File: config.mk
export PLATFORM = sky130hd
export DESIGN_NAME = spi_master
export DESIGN_NICKNAME = d
export VERILOG_FILES = /design/src/rtl/spi_pkg.sv /design/src/rtl/spi_fifo.sv /design/src/rtl/spi_master.sv
export SDC_FILE = /design/constraint.sdc
export NUM_CORES = 1
export LEC_CHECK = 0
export BUFFER_PORTS_ARGS = -buffer_cell sky130_fd_sc_hd__buf_2
export CORE_MARGIN = 2
export CORE_UTILIZATION = 61
export CTS_CLUSTER_DIAMETER = 120
export DETAILED_ROUTE_END_ITERATION = 12
export PLACE_DENSITY = 0.89
export SKIP_LAST_GASP = 1
export SLEW_MARGIN = 20
export SYNTH_ARGS = -nofsm -noshare
export SYNTH_HDL_FRONTEND = slang
export SYNTH_HIERARCHICAL = 1
export SYNTH_SLANG_ARGS = --single-unit
File: constraint.sdc
create_clock -name clk -period 3.1 [get_ports clk]
set_input_delay 0.155 -clock clk [delete_from_list [all_inputs] [get_ports clk]]
set_output_delay 0.155 -clock clk [all_outputs]
set_load 0.01 [all_outputs]
File: src/rtl/spi_pkg.sv
// Shared definitions for the SPI master: register offsets, STATUS/CTRL bit
// positions and the shift-engine state encoding.
package spi_pkg;

    localparam logic [1:0] ADR_DATA   = 2'd0;
    localparam logic [1:0] ADR_STATUS = 2'd1;
    localparam logic [1:0] ADR_CTRL   = 2'd2;
    localparam logic [1:0] ADR_CLKDIV = 2'd3;

    localparam int STAT_TX_EMPTY = 0;
    localparam int STAT_RX_EMPTY = 1;
    localparam int STAT_TX_FULL  = 2;
    localparam int STAT_BUSY     = 3;
    localparam int STAT_RX_OVF   = 4;
    localparam int STAT_TX_OVF   = 5;

    localparam int CTRL_EN       = 0;
    localparam int CTRL_SS_FORCE = 1;

    localparam logic [3:0] BITS_PER_BYTE = 4'd8;

    typedef enum logic [2:0] {
        ST_IDLE     = 3'd0,
        ST_LOAD     = 3'd1,
        ST_SHIFT_LO = 3'd2,
        ST_SHIFT_HI = 3'd3,
        ST_DONE     = 3'd4
    } spi_state_e;

endpackage

File: src/rtl/spi_fifo.sv
// Synchronous FIFO with power-of-two depth, wrapping pointers and an
// occupancy counter one bit wider than the pointers.
module spi_fifo #(
    parameter int DEPTH = 4,
    parameter int WIDTH = 8
) (
    input  logic             clk,
    input  logic             n_reset,
    input  logic             push,
    input  logic             pop,
    input  logic [WIDTH-1:0] wdata,
    output logic [WIDTH-1:0] head,
    output logic             full,
    output logic             empty
);
    localparam int AW = $clog2(DEPTH);

    logic [WIDTH-1:0] mem_q [DEPTH];
    logic [WIDTH-1:0] mem_d [DEPTH];
    logic [AW-1:0]    wr_ptr_q, wr_ptr_d;
    logic [AW-1:0]    rd_ptr_q, rd_ptr_d;
    logic [AW:0]      count_q, count_d;
    logic             push_ok, pop_ok;

    assign empty   = (count_q == '0);
    assign full    = (count_q == (AW+1)'(DEPTH));
    assign head    = mem_q[rd_ptr_q];
    assign pop_ok  = pop & ~empty;
    // A full FIFO still takes a push alongside a pop; the slot being freed is the one written.
    assign push_ok = push & (~full | pop_ok);

    always_comb begin
        mem_d    = mem_q;
        wr_ptr_d = wr_ptr_q;
        rd_ptr_d = rd_ptr_q;
        count_d  = count_q;
        if (push_ok) begin
            mem_d[wr_ptr_q] = wdata;
            wr_ptr_d        = wr_ptr_q + 1'b1;
        end
        if (pop_ok) begin
            rd_ptr_d = rd_ptr_q + 1'b1;
        end
        case ({push_ok, pop_ok})
            2'b10:   count_d = count_q + 1'b1;
            2'b01:   count_d = count_q - 1'b1;
            default: count_d = count_q;
        endcase
    end

    always_ff @(posedge clk or negedge n_reset) begin
        if (!n_reset) begin
            for (int i = 0; i < DEPTH; i++) begin
                mem_q[i] <= '0;
            end
            wr_ptr_q <= '0;
            rd_ptr_q <= '0;
            count_q  <= '0;
        end else begin
            mem_q    <= mem_d;
            wr_ptr_q <= wr_ptr_d;
            rd_ptr_q <= rd_ptr_d;
            count_q  <= count_d;
        end
    end

endmodule

File: src/rtl/spi_master.sv
// SPI master, mode 0 MSB first, with a four-register MMIO file and TX/RX byte FIFOs.
//
// state    | meaning
// IDLE     | waiting for en and a byte in TX
// LOAD     | pop TX head into shift register, bit count = 8
// SHIFT_LO | sck low, mosi = shift[7]; sample miso at end of half-period
// SHIFT_HI | sck high; shift sample in at end of half-period, count down
// DONE     | push received byte to RX (or flag rx_ovf), chain or stop
module spi_master
    import spi_pkg::*;
#(
    parameter int         FIFO_DEPTH = 4,
    parameter logic [7:0] DIV_RESET  = 8'd7
) (
    input  logic       clk,
    input  logic       n_reset,
    input  logic       cs,
    input  logic [1:0] adr,
    input  logic       wren,
    input  logic [7:0] di,
    output logic [7:0] dout,
    output logic       sck,
    output logic       mosi,
    input  logic       miso,
    output logic       ss_n
);

    spi_state_e state_q, state_d;
    logic       cs_q;
    logic       en_q, en_d;
    logic       ss_force_q, ss_force_d;
    logic [7:0] clkdiv_q, clkdiv_d;
    logic       tx_ovf_q, tx_ovf_d;
    logic       rx_ovf_q, rx_ovf_d;
    logic [7:0] dout_q, dout_d;
    logic [7:0] div_cnt_q, div_cnt_d;
    logic [3:0] bit_cnt_q, bit_cnt_d;
    logic [7:0] shift_q, shift_d;
    logic       sample_q, sample_d;
    logic       sck_q, sck_d;
    logic       mosi_q, mosi_d;
    logic       ss_n_q, ss_n_d;

    logic       access, wr_acc, rd_acc, busy;
    logic       tx_push, tx_pop, tx_full, tx_empty;
    logic       rx_push, rx_pop, rx_full, rx_empty;
    logic [7:0] tx_head, rx_head;
    logic [7:0] status, rdata;

    // Only the first cycle of a bus access acts, however long cs is held.
    assign access = cs & ~cs_q;
    assign wr_acc = access & wren;
    assign rd_acc = access & ~wren;
    assign busy   = (state_q != ST_IDLE);

    assign tx_push = wr_acc & (adr == ADR_DATA);
    assign tx_pop  = (state_q == ST_LOAD);
    assign rx_push = (state_q == ST_DONE);
    assign rx_pop  = rd_acc & (adr == ADR_DATA);

    spi_fifo #(.DEPTH(FIFO_DEPTH), .WIDTH(8)) u_tx_fifo (
        .clk    (clk),
        .n_reset(n_reset),
        .push   (tx_push),
        .pop    (tx_pop),
        .wdata  (di),
        .head   (tx_head),
        .full   (tx_full),
        .empty  (tx_empty)
    );

    spi_fifo #(.DEPTH(FIFO_DEPTH), .WIDTH(8)) u_rx_fifo (
        .clk    (clk),
        .n_reset(n_reset),
        .push   (rx_push),
        .pop    (rx_pop),
        .wdata  (shift_q),
        .head   (rx_head),
        .full   (rx_full),
        .empty  (rx_empty)
    );

    always_comb begin
        status                = '0;
        status[STAT_TX_EMPTY] = tx_empty;
        status[STAT_RX_EMPTY] = rx_empty;
        status[STAT_TX_FULL]  = tx_full;
        status[STAT_BUSY]     = busy;
        status[STAT_RX_OVF]   = rx_ovf_q;
        status[STAT_TX_OVF]   = tx_ovf_q;
    end

    always_comb begin
        rdata = '0;
        case (adr)
            ADR_DATA:   rdata = rx_empty ? 8'h00 : rx_head;
            ADR_STATUS: rdata = status;
            ADR_CTRL:   rdata = {6'b0, ss_force_q, en_q};
            ADR_CLKDIV: rdata = clkdiv_q;
            default:    rdata = '0;
        endcase
    end

    always_comb begin
        en_d       = en_q;
        ss_force_d = ss_force_q;
        clkdiv_d   = clkdiv_q;
        tx_ovf_d   = tx_ovf_q;
        rx_ovf_d   = rx_ovf_q;
        dout_d     = dout_q;
        if (wr_acc && adr == ADR_CTRL) begin
            en_d       = di[CTRL_EN];
            ss_force_d = di[CTRL_SS_FORCE];
        end
        if (wr_acc && adr == ADR_CLKDIV) begin
            clkdiv_d = di;
        end
        if (rd_acc && adr == ADR_STATUS) begin
            tx_ovf_d = 1'b0;
            rx_ovf_d = 1'b0;
        end
        // New overflow events win over a same-cycle STATUS read clear.
        if (tx_push && tx_full && !tx_pop) begin
            tx_ovf_d = 1'b1;
        end
        if (rx_push && rx_full && !rx_pop) begin
            rx_ovf_d = 1'b1;
        end
        if (!cs) begin
            dout_d = 8'h00;
        end else if (access) begin
            dout_d = rdata;
        end
    end

    always_comb begin
        state_d   = state_q;
        div_cnt_d = div_cnt_q;
        bit_cnt_d = bit_cnt_q;
        shift_d   = shift_q;
        sample_d  = sample_q;
        case (state_q)
            ST_IDLE: begin
                if (en_q && !tx_empty) begin
                    state_d = ST_LOAD;
                end
            end
            ST_LOAD: begin
                shift_d   = tx_head;
                bit_cnt_d = BITS_PER_BYTE;
                div_cnt_d = clkdiv_q;
                state_d   = ST_SHIFT_LO;
            end
            ST_SHIFT_LO: begin
                if (div_cnt_q == '0) begin
                    sample_d  = miso;
                    div_cnt_d = clkdiv_q;
                    state_d   = ST_SHIFT_HI;
                end else begin
                    div_cnt_d = div_cnt_q - 1'b1;
                end
            end
            ST_SHIFT_HI: begin
                if (div_cnt_q == '0) begin
                    shift_d   = {shift_q[6:0], sample_q};
                    bit_cnt_d = bit_cnt_q - 1'b1;
                    div_cnt_d = clkdiv_q;
                    state_d   = (bit_cnt_q == 4'd1) ? ST_DONE : ST_SHIFT_LO;
                end else begin
                    div_cnt_d = div_cnt_q - 1'b1;
                end
            end
            ST_DONE: begin
                state_d = (en_q && !tx_empty) ? ST_LOAD : ST_IDLE;
            end
            default: state_d = ST_IDLE;
        endcase

        // Pin drivers are registered from next-state so they are glitch-free and aligned with state_q.
        sck_d  = (state_d == ST_SHIFT_HI);
        mosi_d = ((state_d == ST_SHIFT_LO) || (state_d == ST_SHIFT_HI)) & shift_d[7];
        ss_n_d = ~(ss_force_d | (state_d != ST_IDLE));
    end

    always_ff @(posedge clk or negedge n_reset) begin
        if (!n_reset) begin
            state_q    <= ST_IDLE;
            cs_q       <= 1'b0;
            en_q       <= 1'b0;
            ss_force_q <= 1'b0;
            clkdiv_q   <= DIV_RESET;
            tx_ovf_q   <= 1'b0;
            rx_ovf_q   <= 1'b0;
            dout_q     <= 8'h00;
            div_cnt_q  <= '0;
            bit_cnt_q  <= '0;
            shift_q    <= '0;
            sample_q   <= 1'b0;
            sck_q      <= 1'b0;
            mosi_q     <= 1'b0;
            ss_n_q     <= 1'b1;
        end else begin
            state_q    <= state_d;
            cs_q       <= cs;
            en_q       <= en_d;
            ss_force_q <= ss_force_d;
            clkdiv_q   <= clkdiv_d;
            tx_ovf_q   <= tx_ovf_d;
            rx_ovf_q   <= rx_ovf_d;
            dout_q     <= dout_d;
            div_cnt_q  <= div_cnt_d;
            bit_cnt_q  <= bit_cnt_d;
            shift_q    <= shift_d;
            sample_q   <= sample_d;
            sck_q      <= sck_d;
            mosi_q     <= mosi_d;
            ss_n_q     <= ss_n_d;
        end
    end

    assign dout = dout_q;
    assign sck  = sck_q;
    assign mosi = mosi_q;
    assign ss_n = ss_n_q;

endmodule
==> out/qor.tcl, run 1 <==
set qor(tightest_slew_ns) 0.835
set qor(detailed_place.area_sq_um) 6330
set qor(drc_errors) 0
set qor(fin_crit_sh_pct) 94.8
set qor(p_per_area_nw_per_um2) 787
set qor(maximum_number_of_buffers_from_clock_root_to_sink) 2
set qor(first_iter_violations) 312
set qor(synth.mux.area_fraction_pct) 21.6
set qor(holdCritPathClass) {in -> reg}
set qor(antenna_cells_inserted) 0
set qor(primary_ff_master_synth) {dfrtp_1}
set qor(flop_to_flop_setup_slack_ns) 0.16
set qor(critical_path_class) {reg -> reg}
set qor(global_route.usage.total_pct) 27.6
set qor(postRouteAntennaNets) 0
set qor(core_rows) 36
set qor(stdcell_area_sq_um) 6990
set qor(grt_pass1_wl_um) 22500
set qor(final.min_clock_period_ns) 2.94
set qor(drt_pass1_iterations) 5
set qor(ys_seq_area_share_pct) 52.1
set qor(synth_warnings) 6
set qor(antenna_violations_before_repair) 0
set qor(share_comb_of_total_power_pct) 20.5
set qor(syn_area_per_cell_sq_um) 12.9
set qor(cts_tree) {yes}
set qor(postSynth.asyncResetShare_pct) 100
set qor(grt_pass1_vias) 4244
set qor(drive_above_1_share_pct) 33.9
set qor(min_to) {rx_ovf_q}
set qor(finClkSkew_ns) 0.0112
set qor(port_buffers) 25
set qor(multi_input_comb_area_sq_um) 2770
set qor(route.detailed.vias_per_inst) 6.29
set qor(power_report.internal_total_uw) 3750
set qor(setup_repair_after_global_routing_missed_its_margin) {false}
set qor(hold_viol_final) 0
set qor(relSlewSlack_pct) 44.3
set qor(via_count) 4138
set qor(fmax_mhz) 340
set qor(place_worst_setup_slack_ns) 0.249
set qor(synthSimpleGateAreaFrac_pct) 10.4
set qor(clock_latency_of_the_later_clocked_register_in_the_worst_skew_pair_ns) 0.53
set qor(synth_cells) 471
set qor(synthXorXnorAreaFrac_pct) 1.88
set qor(critical_path.reg2reg.startpoint) {state_q[2]}
set qor(area_growth_pct) 15.2
set qor(whs_path_depth) 5
set qor(final_core_util_pct) 71.8
set qor(dieHeight_um) 104
set qor(detailedPlacementHpwl_um) 8830
set qor(endpoints_failing_setup) 0
set qor(finalSetupTns_ns) 0
set qor(worst_setup_hold_path_clk_slew_ns) 0.07
set qor(post_synth_edffs) 0
set qor(clockRootBuffer) {clkbuf_8}
set qor(clock_sinks) 126
set qor(grt-ovfl-total) 0
set qor(worst_ep_required_time_ns) 3.55
set qor(hold_path_startpoint) {wren}
set qor(power.switching_fraction_pct) 31.8
set qor(synth.lib_cells_used.distinct) 61
set qor(die-width_um) 104
set qor(r2r_cells) 11
set qor(reg2reg_to) {u_tx_fifo/count_q[2]}
set qor(vdd.ir_drop.worst_uv) 371
set qor(final_nets) 542
set qor(clock_power_share_pct) 33.2
set qor(routabilityCongestion) 0.911
set qor(final.setup.worst_slack_ns) 0.160
set qor(timing.critical_path.to_type) {flop}
set qor(number_of_max_capacitance_violations_reported) 0
set qor(crit_arrival_ns) 3.39
set qor(synth-compound-area-share_pct) 8.44
set qor(switching_power_uw) 1750
set qor(setup.worst_path.start_class) {flop}
set qor(nFillCells) 623
set qor(routed_wl_um) 13900
set qor(grt_start_max_net_pins) 72
set qor(core_sq_um) 9730
set qor(syn_nets) 501
set qor(final_max_slew_viol_count) 0
set qor(run_status) {finished clean}
set qor(synth-seq-cells) 126
set qor(h-tree-depth) 4
set qor(post_syn_area_sq_um) 6060
set qor(cellLeakagePower_uw) 0.00330
set qor(cts_inserted_buffers) 17
set qor(critPathMaxFanout) 10
set qor(power_share_of_the_sequential_group_pct) 46.3
set qor(avgRoutedWirePerCell_um) 21.1
set qor(boundaryPins) 26
set qor(cts.repair_timing.setup_buffer_count) 0
set qor(combinational_family_with_the_most_area_after_synthesis) {multiplexers}
set qor(ff_latch_area_sq_um) 3160
set qor(overall_die_area_sq_um) 10800
set qor(post_synth_fa_ha_maj_area_fraction_pct) 3.34
set qor(initial_utilization_pct) 62.3
==> area by class of cell <==
class,count,share of cell area (%)
tap,133,2.38
clock inverter,14,1.72
clock buffer,18,6.12
timing repair buffer,40,4.01
sequential,126,45.2
multi-input combinational,310,39.6
inverter,17,0.913
==> cell families after synthesis <==
| group | after synthesis |
|---|---|
| DFF | 126 |
| buffers and inverters | 35 |
| and+or+nand+nor | 111 |
| AOI/OAI and AO/OA | 70 |
| muxes | 101 |
| adders and majority gates | 15 |
| xor gates and xnor gates | 13 |
==> critical path, stage by stage (launching register included) <==
cell and delay, ns:
dfrtp_1 0.49, nand2b_1 0.20, or2_0 0.36, inv_2 0.11, nor4b_4 0.42, or2b_2 0.23
ha_1 0.18, inv_1 0.06, fa_1 0.37, xor2_1 0.15, nor2_1 0.11, xor2_1 0.18
==> power by group through the flow <==
| stage | clock network (uW) | registers, uW | logic (uW) |
|---|---|---|---|
| 6_report | 1820 | 2540 | 1130 |
| 5_1_grt | 1910 | 2600 | 1220 |
| 4_1_cts | 1830 | 2530 | 1130 |
| 3_5_place_dp | 0 | 2540 | 1080 |
| 3_3_place_gp | 0 | 2500 | 1020 |
| 2_1_floorplan | 0 | 2290 | 959 |
==> through the flow <==
step / hold WS [ns] / total power [uW] / instances
4_1_cts: 0.0673 / 5490 / 658
3_3_place_gp: 0.237 / 3530 / 615
3_5_place_dp: 0.251 / 3620 / 615
5_1_grt: 0.0995 / 5730 / 658
6_report: 0.0752 / 5500 / 658
2_1_floorplan: -0.141 / 3250 / 471
==> cell usage in the layout, fill, tap and decap left out, types with 3 or more instances in the layout <==
cell           synthesis  routed
dfrtp_1              122     122
mux2_2                74      74
nand2_1               31      31
buf_2                  4      24
nor2_1                18      18
inv_1                 16      16
clkbuf_16              0      16
mux4_2                16      16
ha_1                  13      13
o21ai_0               12      12
dlygate4sd3_1          0      11
nor3_1                10      10
a21oi_1                9       9
a21o_1                 9       9
nor2_2                 8       8
xnor2_1                7       7
mux2i_1                7       7
a22o_1                 7       7
xor2_1                 6       6
nand2b_1               5       5
and2_1                 5       5
a31oi_1                5       5
clkinv_2               0       5
nor3b_1                4       4
o211a_1                4       4
dfstp_2                4       4
clkinvlp_4             0       4
buf_4                  0       4
mux2_1                 4       4
nand4_1                3       3
nand3b_1               3       3
and3_1                 3       3
a22oi_1                3       3
clkinv_4               0       3
==> worst max-delay path by stage <==
stage | from | cells after the start | slack, ns | endpoint
CTS | state_q[2] | 11 | 0.18 | u_tx_fifo/count_q[2]
global route | state_q[2] | 11 | 0.005 | u_tx_fifo/count_q[2]
detailed placement | state_q[2] | 11 | 0.25 | u_tx_fifo/count_q[2]
floorplan | state_q[2] | 12 | 0.44 | u_tx_fifo/count_q[2]
global placement | state_q[2] | 11 | 0.43 | u_tx_fifo/count_q[2]
finish | state_q[2] | 11 | 0.16 | u_tx_fifo/count_q[2]
==> metal layers <==
layer / GRT usage (%) / vias to the layer above / share of wire [%]
met3: 7.55 / 49 / 6.4
met2: 44.3 / 202 / 50
met1: 34.5 / 2092 / 39
met5: 0 / - / 0
li1: - / 1795 / -
met4: 14.2 / 0 / 4.1
==> flip-flops by register name (all words and copies together) (netlist names), 2 cells and up <==
signal / cells
dout: 8
bit_cnt_q: 4
u_tx_fifo/wr_ptr_q: 2
u_rx_fifo/count_q: 3
u_rx_fifo/wr_ptr_q: 2
clkdiv_q: 8
u_tx_fifo/mem_q: 32
state_q: 3
u_rx_fifo/mem_q: 32
div_cnt_q: 8
u_tx_fifo/count_q: 3
u_rx_fifo/rd_ptr_q: 2
u_tx_fifo/rd_ptr_q: 2
shift_q: 8
==> synth_stat cells (all sizes together) (4+ instances only) <==
library cell  instances  area share, %
a21o                  9            1.1
nand2                31            1.9
mux2                 78             14
o211a                 4           0.66
xor2                  6           0.87
nand2b                5           0.52
nor3b                 4           0.50
buf                   8           0.58
inv                  17            1.1
mux2i                 7            1.2
dfstp                 4            1.7
dfrtp               122             50
clkbuf               10           0.62
a21oi                 9           0.74
and2                  5           0.52
xnor2                 7            1.0
o21ai                12           0.99
ha                   13            2.7
mux4                 16            5.9
nor2                 26            1.9
a31oi                 5           0.52
a22o                  7            1.0
nor3                 10           0.83
==> timing repair <==
action | 4_1_cts | 5_1_grt
hold buffers | 11 | 0
endpoints found under the hold margin | 99 | 0
resized for setup | 0 | 0
Note: power is estimated with default switching activity, not from simulation.
==> inputs of run 2 (changes only) <==
Settings changed: PLACE_DENSITY 0.89 to 0.79.
==> out/qor.tcl, run 2 (synthesis results as in run 1) <==
set qor(clockRootBuffer) {clkbuf_8}
set qor(overall_die_area_sq_um) 10800
set qor(fmax_mhz) 353
set qor(routabilityCongestion) 0.959
set qor(clock_sinks) 126
set qor(place_worst_setup_slack_ns) 0.320
set qor(core_rows) 36
set qor(most-common-layout-cells) {dfrtp_1, mux2_2, nand2_1, buf_2, nor2_1}
set qor(drive_above_1_share_pct) 33.4
set qor(dieHeight_um) 104
set qor(postRouteAntennaNets) 0
set qor(via_count) 3919
set qor(crit_arrival_ns) 3.27
set qor(detailed_place.area_sq_um) 6340
set qor(cts_tree) {yes}
set qor(final.min_clock_period_ns) 2.83
set qor(grt_start_max_net_pins) 67
set qor(endpoints_failing_setup) 0
set qor(first_iter_violations) 255
set qor(fin_crit_sh_pct) 91.4
set qor(holdCritPathClass) {in -> reg}
set qor(cell_type_of_the_slowest_stage_on_the_worst_timing_path) {dfrtp_1}
set qor(boundaryPins) 26
set qor(worst_setup_hold_path_clk_slew_ns) 0.05
set qor(avgRoutedWirePerCell_um) 19.5
set qor(crit_buf_inv) 2
set qor(critical_path.cell_chain) {nand2b_1 -> or2_0 -> inv_2 -> nor4b_4 -> or2b_2 -> ha_1 -> inv_1 -> fa_1 -> xor2_1 -> nor2_1 -> xor2_1}
set qor(core_sq_um) 9730
set qor(grt-ovfl-total) 0
set qor(timing.critical_path.to_type) {flop}
set qor(cts_inserted_buffers) 17
set qor(reg_top3) {u_rx_fifo/mem_q x32, u_tx_fifo/mem_q x32}
set qor(setup.worst_path.start_class) {flop}
set qor(number_of_max_capacitance_violations_reported) 0
set qor(setup_repair_after_global_routing_missed_its_margin) {false}
set qor(finalSetupTns_ns) 0
set qor(critical_path_class) {reg -> reg}
set qor(path_common_cell) {xor2_1}
set qor(port_buffers) 25
set qor(cts_resized) 0
set qor(clock_latency_of_the_later_clocked_register_in_the_worst_skew_pair_ns) 0.52
set qor(antenna_violations_before_repair) 0
set qor(vdd.ir_drop.worst_uv) 486
set qor(global_route.usage.total_pct) 25.5
set qor(critical-path-top-delay-family) {simple AND/OR/NAND/NOR gates}
set qor(initial_utilization_pct) 62.3
set qor(antenna_cells_inserted) 0
set qor(grt_pass1_vias) 4196
set qor(area_growth_pct) 15.1
set qor(h-tree-depth) 4
set qor(stdcell_area_sq_um) 6980
set qor(routed_wl_um) 12700
set qor(drt_pass1_iterations) 4
set qor(grt_pass1_wl_um) 21100
set qor(hold_viol_final) 0
set qor(relSlewSlack_pct) 43.9
set qor(p_per_area_nw_per_um2) 779
set qor(finClkSkew_ns) 0.00682
set qor(maximum_number_of_buffers_from_clock_root_to_sink) 2
set qor(placed_cells) 616
set qor(cellLeakagePower_uw) 0.00330
set qor(slowest_delay_ns) 0.50
set qor(final.setup.worst_slack_ns) 0.266
set qor(tightest_slew_ns) 0.841
set qor(worst_ep_required_time_ns) 3.54
set qor(critPathMaxFanout) 10
set qor(final_core_util_pct) 71.8
set qor(die-width_um) 104
set qor(final_nets) 543
set qor(drc_errors) 0
set qor(detailedPlacementHpwl_um) 8840
set qor(final_common_cell) {dfrtp_1}
set qor(run_status) {finished clean}
set qor(layoutNonFillerInstCount) 654
set qor(final_max_slew_viol_count) 0
set qor(route.detailed.vias_per_inst) 5.99
==> run 2: cell types whose count changed in the layout (fill, tap and decap cells not counted) <==
| cell | change |
|---|---|
| clkinvlp_4 | -2 |
| inv_6 | -1 |
| bufinv_16 | +1 |
| clkinv_4 | -3 |
| clkinv_2 | -1 |
| buf_4 | +1 |
| clkbuf_8 | +1 |
==> run 2: metrics by stage <==
stage / power [uW] / hold slack (ns)
after CTS: 5470 / 0.0443
after detailed placement: 3620 / 0.306
after floorplan: 3250 / -0.141
final: 5440 / 0.0667
after global placement: 3550 / 0.303
after global routing: 5720 / 0.0870
==> run 2: metal layers <==
metal | GRT usage [%] | vias to the layer above | wire length [um]
met5 | 0 | - | 0
met4 | 11.0 | 0 | 348
met3 | 6.48 | 26 | 556
met2 | 40.8 | 107 | 6190
met1 | 33.5 | 1993 | 5630
li1 | - | 1793 | -
==> run 2: worst paths after layout <==
check / startpoint / endpoint / slack [ns] / cells after the start
max: state_q[2] / u_tx_fifo/count_q[2] / 0.27 / 11
min: wren / rx_ovf_q / 0.07 / 5
max reg2reg: state_q[2] / u_tx_fifo/count_q[2] / 0.27 / 11
min reg2reg: rx_ovf_q / rx_ovf_q / 0.49 / 2
max in group asynchronous: n_reset / clkdiv_q[1] / 1.98 / 3
min in group asynchronous: n_reset / div_cnt_q[4] / 0.27 / 2
==> run 2: what timing repair did <==
item / in CTS / in global routing
endpoints found under the hold margin: 116 / 0
setup endpoints to repair: 0 / 0
hold buffers: 11 / 0
buffers inserted: 0 / 0
==> run 2: area by class of cell <==
cell class | count | area (sq um)
Clock buffer | 19 | 442
Clock inverter | 8 | 95.1
Sequential cell | 126 | 3160
Inverter | 17 | 63.8
Timing Repair Buffer | 41 | 288
Fill cell | 640 | 2750
Tap cell | 133 | 166
Multi-Input combinational cell | 310 | 2770
==> run 2: worst min-delay path, cell delays in order <==
cell	delay, ns
buf_2	0.10
nor3b_1	0.06
nand3b_1	0.12
nand2_1	0.06
o21ai_0	0.06
==> run 2: where the power goes <==
group	total (uW)	internal [uW]	switching (uW)
sequential	2530	2030	494
clock	1820	1150	662
combinational	1100	633	468
total	5440	3820	1620
==> inputs of run 3 (changes only) <==
Settings changed: RECOVER_POWER set to 25.
==> out/qor.tcl, run 3 (synthesis results as in run 1) <==
set qor(reg2reg_to) {u_tx_fifo/count_q[2]}
set qor(finClkSkew_ns) 0.00645
set qor(grt-ovfl-total) 0
set qor(worst_setup_hold_path_clk_slew_ns) 0.05
set qor(first_iter_violations) 262
set qor(port_buffers) 25
set qor(vdd.ir_drop.worst_uv) 486
set qor(antenna_cells_inserted) 0
set qor(nFillCells) 642
set qor(critical-path-top-delay-family) {simple AND/OR/NAND/NOR gates}
set qor(detailed_place.area_sq_um) 6340
set qor(cts_resized) 0
set qor(area_growth_pct) 15.1
set qor(cts_tree) {yes}
set qor(core_sq_um) 9730
set qor(core_rows) 36
set qor(h-tree-depth) 4
set qor(min_to) {rx_ovf_q}
set qor(cellLeakagePower_uw) 0.00330
set qor(grt_pass1_vias) 4196
set qor(drive_above_1_share_pct) 33.2
set qor(slowest_delay_ns) 0.49
set qor(overall_die_area_sq_um) 10800
set qor(run_status) {finished, violations left}
set qor(setup_repair_after_global_routing_missed_its_margin) {false}
set qor(whs_path_depth) 5
set qor(total_power_uw) 5440
set qor(cell_type_of_the_slowest_stage_on_the_worst_timing_path) {dfrtp_1}
set qor(clockRootBuffer) {clkbuf_8}
set qor(worst_ep_required_time_ns) 3.54
set qor(r2r_cells) 11
set qor(drc_errors) 0
set qor(drt_pass1_iterations) 4
set qor(maximum_number_of_buffers_from_clock_root_to_sink) 2
set qor(grt_start_max_net_pins) 67
set qor(timing.critical_path.to_type) {flop}
set qor(final_nets) 543
set qor(tightest_slew_ns) 1.63
set qor(final_common_cell) {dfrtp_1}
set qor(detailedPlacementHpwl_um) 8840
set qor(crit_buf_inv) 2
set qor(critical_path.reg2reg.startpoint) {state_q[2]}
set qor(path_common_cell) {xor2_1}
set qor(boundaryPins) 26
set qor(crit_arrival_ns) 3.26
set qor(placed_cells) 616
set qor(die-width_um) 104
set qor(fin_crit_sh_pct) 91.1
set qor(holdCritPathClass) {in -> reg}
set qor(avgRoutedWirePerCell_um) 19.5
set qor(final_core_util_pct) 71.7
set qor(stdcell_area_sq_um) 6980
set qor(fmax_mhz) 354
set qor(relSlewSlack_pct) -8.72
set qor(routed_wl_um) 12700
set qor(flop_to_flop_setup_slack_ns) 0.28
set qor(critPathMaxFanout) 10
set qor(cts.repair_timing.setup_buffer_count) 0
set qor(critical_path_class) {reg -> reg}
set qor(reg_top3) {u_rx_fifo/mem_q x32, u_tx_fifo/mem_q x32}
set qor(setup.worst_path.start_class) {flop}
set qor(antenna_violations_before_repair) 0
set qor(final.min_clock_period_ns) 2.82
set qor(route.detailed.vias_per_inst) 6.03
set qor(dieHeight_um) 104
set qor(postRouteAntennaNets) 0
set qor(routabilityCongestion) 0.959
set qor(grt_pass1_wl_um) 21100
set qor(endpoints_failing_setup) 0
set qor(hold_path_startpoint) {wren}
set qor(clock_sinks) 126
set qor(via_count) 3944
set qor(initial_utilization_pct) 62.3
set qor(number_of_max_capacitance_violations_reported) 1
set qor(p_per_area_nw_per_um2) 780
set qor(layoutNonFillerInstCount) 654
set qor(finalSetupTns_ns) 0
set qor(hold_viol_final) 0
set qor(final_max_slew_viol_count) 66
set qor(hold_buffers) 11
set qor(critical_path.cell_chain) {nand2b_1 -> or2_0 -> inv_2 -> nor4b_4 -> or2b_2 -> ha_1 -> inv_1 -> fa_1 -> xor2_1 -> nor2_1 -> xor2_1}
set qor(violated_checks) {max-capacitance violations, max-slew violations}
set qor(cts_inserted_buffers) 17
set qor(clock_latency_of_the_later_clocked_register_in_the_worst_skew_pair_ns) 0.52
set qor(most-common-layout-cells) {dfrtp_1, mux2_2, nand2_1, buf_2, nor2_1}
set qor(global_route.usage.total_pct) 25.5
## run 3: metal layers
layer / up-vias / GRT usage, % / wire length [um]
li1: 1794 / - / -
met1: 1997 / 33.5 / 5530
met2: 125 / 40.8 / 6200
met3: 28 / 6.48 / 644
met4: 0 / 11.0 / 364
met5: - / 0 / 0
## run 3: how the worst max path moves through the flow
| stage | start | to | slack, ns | depth (start not counted) |
|---|---|---|---|---|
| floorplan | state_q[2] | u_tx_fifo/count_q[2] | 0.44 | 12 |
| global placement | state_q[2] | u_tx_fifo/count_q[2] | 0.41 | 11 |
| detailed placement | state_q[2] | u_tx_fifo/count_q[2] | 0.32 | 11 |
| CTS | state_q[2] | u_tx_fifo/count_q[2] | 0.29 | 11 |
| global route | state_q[2] | u_tx_fifo/count_q[2] | 0.0005 | 11 |
| finish | state_q[2] | u_tx_fifo/count_q[2] | 0.28 | 11 |
## run 3: cell type report
cell class | instances | area, sq um | area share (%)
sequential | 126 | 3160 | 45.2
multi-input combinational | 310 | 2770 | 39.7
clock buffer | 19 | 442 | 6.33
timing repair buffer | 41 | 284 | 4.07
tap | 133 | 166 | 2.38
clock inverter | 8 | 95.1 | 1.36
inverter | 17 | 63.8 | 0.914
## run 3: per-stage QoR
| step | setup slack [ns] | hold WS [ns] |
|---|---|---|
| CTS | 0.293 | 0.0443 |
| detailed placement | 0.320 | 0.306 |
| global route | 0.000543 | 0.0870 |
| global placement | 0.415 | 0.303 |
| floorplan | 0.439 | -0.141 |
| finish | 0.277 | 0.0672 |
## run 3: worst reg2reg max path, delay by kind of cell, from the launching register on
kind	cells	cell delay (ns)
buffers and inverters	2	0.16
AND/OR/NAND/NOR	5	1.24
XOR/XNOR	2	0.31
adder cells (fa/ha/maj)	2	0.55
flip-flops	1	0.49
## run 3: report_power, final
part	leakage (uW)	internal [uW]	switching, uW
combinational	0.00140	633	469
clock	0.000263	1150	663
sequential	0.00164	2030	494
